File: config.mk
export PLATFORM = sky130hd
export DESIGN_NAME = rom4001_bus
export DESIGN_NICKNAME = d
export VERILOG_FILES = /design/src/rtl/rom4001_bus.sv
export SDC_FILE = /design/constraint.sdc
export NUM_CORES = 2
export LEC_CHECK = 0
export ABC_AREA = 1
export BUFFER_PORTS_ARGS = -buffer_cell sky130_fd_sc_hd__buf_2
export CORE_MARGIN = 4
export CORE_UTILIZATION = 43
export DETAILED_ROUTE_END_ITERATION = 16
export PLACE_DENSITY = 0.66
export SLEW_MARGIN = 30
export SYNTH_ARGS = -nofsm -noshare
export SYNTH_HDL_FRONTEND = slang
export SYNTH_SLANG_ARGS = --single-unit
File: constraint.sdc
create_clock -name CLK -period 4.15 [get_ports CLK]
set_input_delay 0.83 -clock CLK [delete_from_list [all_inputs] [get_ports CLK]]
set_output_delay 0.83 -clock CLK [all_outputs]
set_load 0.1 [all_outputs]
File: src/rtl/rom4001_bus.sv
// rom4001_bus
//   4001-style program ROM plus 4-bit I/O port on the CPU's multiplexed bus.
//   Follows the 8-phase instruction cycle from SYNC_N and latches the fetch
//   address during A1..A3. When the chip number matches, it drives the
//   addressed opcode byte during M1 and M2. It also handles SRC, WRR and RDR
//   for its own ports.
//
//   Handshake: this block has no valid/ready pairs. It is a slave on a
//   phase-locked bus. Every input is sampled at the CLK edge that ends the
//   current phase. DATA_O/DATA_OE are registered and hold for exactly the
//   phase they belong to.
//
// Ports
//   CLK        system clock, one bus phase per cycle
//   RES        synchronous active-high reset
//   SYNC_N     low in X3, the phase before A1 (also resyncs mid-cycle)
//   DATA_I     resolved bus (CPU drive ORed with every peripheral drive)
//   CM_ROM_N   CPU ROM command line, active-low
//   DATA_O     nibble driven onto the bus, 0 when DATA_OE is low
//   DATA_OE    bus drive enable
//   IO_I       input port, read by RDR
//   IO_O       output port, written by WRR
//   PROG_WE    ROM array write strobe (any edge, any phase)
//   PROG_ADDR  ROM array write address
//   PROG_DATA  ROM array write data
//   PHASE      debug view of the phase tracker:
//              0=IDLE 1=A1 2=A2 3=A3 4=M1 5=M2 6=X1 7=X2 8=X3
module rom4001_bus #(
   parameter logic [3:0] CHIP_ID = 4'h0
) (
   input  logic       CLK,
   input  logic       RES,
   input  logic       SYNC_N,
   input  logic [3:0] DATA_I,
   input  logic       CM_ROM_N,
   output logic [3:0] DATA_O,
   output logic       DATA_OE,
   input  logic [3:0] IO_I,
   output logic [3:0] IO_O,
   input  logic       PROG_WE,
   input  logic [7:0] PROG_ADDR,
   input  logic [7:0] PROG_DATA,
   output logic [3:0] PHASE
);

   typedef enum logic [3:0] {
      P_IDLE = 4'd0,
      P_A1   = 4'd1,
      P_A2   = 4'd2,
      P_A3   = 4'd3,
      P_M1   = 4'd4,
      P_M2   = 4'd5,
      P_X1   = 4'd6,
      P_X2   = 4'd7,
      P_X3   = 4'd8
   } phase_t;

   phase_t     state, state_nxt;
   logic [7:0] rom [256];
   logic [7:0] addr;
   logic [3:0] obuf;     // low opcode nibble kept for M2; the high nibble goes out directly in M1
   logic [3:0] opr;
   logic       hit;
   logic       io_sel;
   logic       wrr;
   logic       rdr;
   logic       a3_hit;
   logic       io_cmd;

   assign PHASE  = state;
   assign a3_hit = (DATA_I == CHIP_ID) && !CM_ROM_N;
   assign io_cmd = (opr == 4'hE) && !CM_ROM_N && io_sel;

   // A low SYNC_N always restarts the cycle at A1, including mid-cycle.
   always_comb begin
      state_nxt = state;
      if (!SYNC_N) begin
         state_nxt = P_A1;
      end else begin
         case (state)
            P_IDLE:  state_nxt = P_IDLE;
            P_A1:    state_nxt = P_A2;
            P_A2:    state_nxt = P_A3;
            P_A3:    state_nxt = P_M1;
            P_M1:    state_nxt = P_M2;
            P_M2:    state_nxt = P_X1;
            P_X1:    state_nxt = P_X2;
            P_X2:    state_nxt = P_X3;
            P_X3:    state_nxt = P_A1;
            default: state_nxt = P_IDLE;
         endcase
      end
   end

   // The array is not reset. The fetch reads it with a non-blocking read in
   // the block below, so a write on the same edge returns the old byte.
   always_ff @(posedge CLK) begin
      if (PROG_WE) rom[PROG_ADDR] <= PROG_DATA;
   end

   // Drive enables are set one edge ahead of the phase they cover. Each one
   // is gated by SYNC_N so that an abort never drives in the new A1.
   always_ff @(posedge CLK) begin
      if (RES) begin
         state   <= P_IDLE;
         addr    <= 8'h00;
         obuf    <= 4'h0;
         opr     <= 4'h0;
         hit     <= 1'b0;
         io_sel  <= 1'b0;
         wrr     <= 1'b0;
         rdr     <= 1'b0;
         IO_O    <= 4'h0;
         DATA_O  <= 4'h0;
         DATA_OE <= 1'b0;
      end else begin
         state   <= state_nxt;
         DATA_O  <= 4'h0;
         DATA_OE <= 1'b0;
         case (state)
            P_A1: addr[3:0] <= DATA_I;
            P_A2: addr[7:4] <= DATA_I;
            P_A3: begin
               hit <= a3_hit;
               if (a3_hit && SYNC_N) begin
                  obuf    <= rom[addr][3:0];
                  DATA_O  <= rom[addr][7:4];
                  DATA_OE <= 1'b1;
               end
            end
            P_M1: begin
               opr <= DATA_I;  // resolved bus, so opcodes from other chips are seen too
               if (hit && SYNC_N) begin
                  DATA_O  <= obuf;
                  DATA_OE <= 1'b1;
               end
            end
            P_M2: begin
               if (io_cmd && SYNC_N) begin
                  wrr <= (DATA_I == 4'h2);
                  rdr <= (DATA_I == 4'hA);
               end
            end
            P_X1: begin
               // DATA_O doubles as the RDR input buffer: it captures IO_I here
               if (rdr && SYNC_N) begin
                  DATA_O  <= IO_I;
                  DATA_OE <= 1'b1;
               end
            end
            P_X2: begin
               if (!CM_ROM_N) io_sel <= (DATA_I == CHIP_ID);
               if (wrr && SYNC_N) IO_O <= DATA_I;
            end
            P_X3: begin
               wrr <= 1'b0;
               rdr <= 1'b0;
            end
            default: ;
         endcase
         if (!SYNC_N) begin
            wrr <= 1'b0;
            rdr <= 1'b0;
         end
      end
   end

endmodule

==> results.toml <==
[run_status]
status = "completed"

[worst_hold_path]
min_path_type = "input pin to flip-flop"
worstHoldStart = "DATA_I[1]"
holdPathStages = 3

[synthesis]
netlist_area_um2 = 84400
syn-num-nets = 7184
ys_seq_elements = 2081
ys_seq_area_frac = 0.736
syn_inst = 7150
synth.distinct_cells = 23
ys_warn_count = 0
syn_avg_cell_area_um2 = 11.8

[setup_path]
slowest_stage = "inv_8"
cp_common_cell = "nand3_1"
cp-startpoint = "addr[0]"
cp-endpoint = "DATA_O[0]"
cp_top_family = "simple AND/OR/NAND/NOR gates"
endpoint_kind = "flip-flop"
rr_worst_depth = 12
r2r_setup_slack_ns = 0.96
path_max_fanout = 78
crit_cells = 12
crit_arrival_ns = 3.96
timing.rr.end = "DATA_O[0]"
critical_path_buf_inv_count = 2
required_ns = 4.92
crit_chain = "inv_8, buf_4, nand2_1, nand3_1, nand3_1, nand3_1, nand3_1, nand3_1, nand3_1, nand3_1, nand3_1, a21oi_1"
r2r_start = "addr[0]"
crit_type = "flip-flop to flip-flop"
critPathLaunchType = "flip-flop"
slowest_delay_ns = 0.56

[floorplanning]
core_um2 = 195000
die_x_um = 451
num_rows = 162
die_area_um2 = 204000
num_io_pins = 42
dieHeight_um = 451
initial_core_util = 0.433

[grt]
grt_pass1_vias = 52300
antenna_found_initial = 7
grt_max_degree = 172
grt_pass1_wl_mm = 340
overflow = 0
track_usage = 0.220

[clocking]
cts_buffers = 195
cts_tree = "yes"
cts.sinks = 2081
post_cts_buffers = 0
cts-htree-levels = 4
clk_pin_slew_worst_paths_ns = 0.07
cts_root_buf = "clkbuf_16"
clk_latency_ns = 0.84
cts-resized-gates = 0
holdBufCountCts = 0
clock_path_buffers = 3

[final_layout]
area.sequential_um2 = 62200
multiInputGateArea_um2 = 19600
finalNetCount = 7130
final_cell_mix = "nand2_1, edfxtp_1, nand3_1"
n_fill_cell = 16900
drive_gt1_frac = 0.0704
final_common_cell = "nand2_1"
area.growth.synth_to_final_pct = 11.1
finalNonFillerCells = 9882

[detailed_routing]
wl_mm = 229
vias_per_cell = 5.66
vias = 55900
wl_per_cell_um = 23.2
dr.pass1.iters = 6
final_antenna_net_count = 0
drtIter0Drc = 7724
drcViolationCount = 0

[sta]
hold_viol = 0
setup_viol = 0
fmax_ghz = 0.313
setup_tns_ns = 0
slew_headroom = 0.269
grt_setup_unrepaired = "no"
period_needed_ns = 3.19
slew_violations = 0
finalClockSkew_ns = 0.0373
min_period_over_period = 0.769
worstMarginPinSlew_ns = 1.10

[placement]
gp_congestion = 0.865
dp_hpwl_mm = 130
port_buffers = 41
place_inst = 9521

[job]
max_cap_violations = 0

[pwr]
powerDensity_nw_per_um2 = 469
peakVddDrop_v = 0.000414
power_leakage_nw = 32.2
state kept, by name, indices dropped and copies added (netlist names):
register / cells
IO_O: 4
rom: 2048
DATA_OE: 1
DATA_O: 4
rdr: 1
PHASE: 4
io_sel: 1
hit: 1
wrr: 1
addr: 8
opr: 4
obuf: 4
Yosys cell counts:
cell | instances | area share
buf_4 | 42 | 0.0037
nor3_1 | 3 | 0.00018
a41oi_1 | 1 | 0.00010
a22oi_1 | 4 | 0.00036
clkinv_1 | 1 | 0.000044
buf_6 | 5 | 0.00067
o21ai_0 | 20 | 0.0012
buf_1 | 32 | 0.0014
nor2_1 | 306 | 0.014
o21ai_1 | 4 | 0.00024
ha_1 | 5 | 0.00074
nand3_1 | 2034 | 0.12
nand2_1 | 2103 | 0.093
inv_1 | 63 | 0.0028
a31oi_1 | 1 | 0.000074
a21oi_1 | 30 | 0.0018
clkbuf_1 | 116 | 0.0052
edfxtp_1 | 2048 | 0.73
nor4_1 | 3 | 0.00022
nand4_1 | 1 | 0.000074
inv_2 | 2 | 0.000089
buf_2 | 293 | 0.017
dfxtp_1 | 33 | 0.0078
metal layers:
| layer | wire (um) | vias to the layer above | GRT usage |
|---|---|---|---|
| met5 | 24 | - | 0 |
| met4 | 9060 | 4 | 0.0877 |
| met3 | 22700 | 431 | 0.0414 |
| met2 | 106000 | 2877 | 0.342 |
| met1 | 91500 | 27300 | 0.307 |
| li1 | - | 25200 | - |
metrics by stage:
stage                     instance area, um^2  setup WS [ns]  hold slack (ns)  power, W  utilization
after floorplan                         84400           1.74            0.429    0.0257            -
after global placement                  87700          0.800            0.449    0.0271        0.449
after detailed placement                87700          0.785            0.451    0.0271        0.449
after CTS                               93800          0.986            0.278    0.0442        0.480
after global routing                    93900          0.769            0.319    0.0454        0.481
final                                   93900          0.959            0.339    0.0441        0.481
layout make-up:
class                      instances  share of cell area
antenna                            3           0.0000800
clock inverter                   110             0.00999
sequential                      2081               0.662
timing repair buffer             237              0.0251
tap                             2624              0.0350
clock buffer                     246              0.0552
inverter                          66             0.00291
multi-input combinational       4515               0.209
how the worst min path moves through the flow:
stage	end
after global placement	opr[0]
after detailed placement	opr[2]
after floorplan	opr[0]
after CTS	IO_O[1]
final	IO_O[1]
after global routing	rdr
tightest hold or removal path, delay by kind of cell:
family / cells / cell delay [ns]
AOI/OAI and AO/OA: 1 / 0.06
buffers and inverters: 2 / 0.23
cells by family (layout without fill, tap and decap cells):
| group | Yosys count | in the layout | share of synthesized area |
|---|---|---|---|
| other | 0 | 3 | 0 |
| AND/OR/NAND/NOR | 4450 | 4450 | 0.228 |
| adder cells (fa/ha/maj) | 5 | 5 | 0.000741 |
| buffers and inverters | 554 | 659 | 0.0313 |
| flip-flops | 2081 | 2081 | 0.736 |
| AO/OA/AOI/OAI | 60 | 60 | 0.00373 |
where the power goes:
group / internal [W] / switching, W / leakage [nW]
registers: 0.0231 / 0.0000424 / 18.7
clock network: 0.00968 / 0.00766 / 2.99
logic: 0.000908 / 0.00266 / 10.5
No activity file was read; power rests on OpenSTA's default activity.
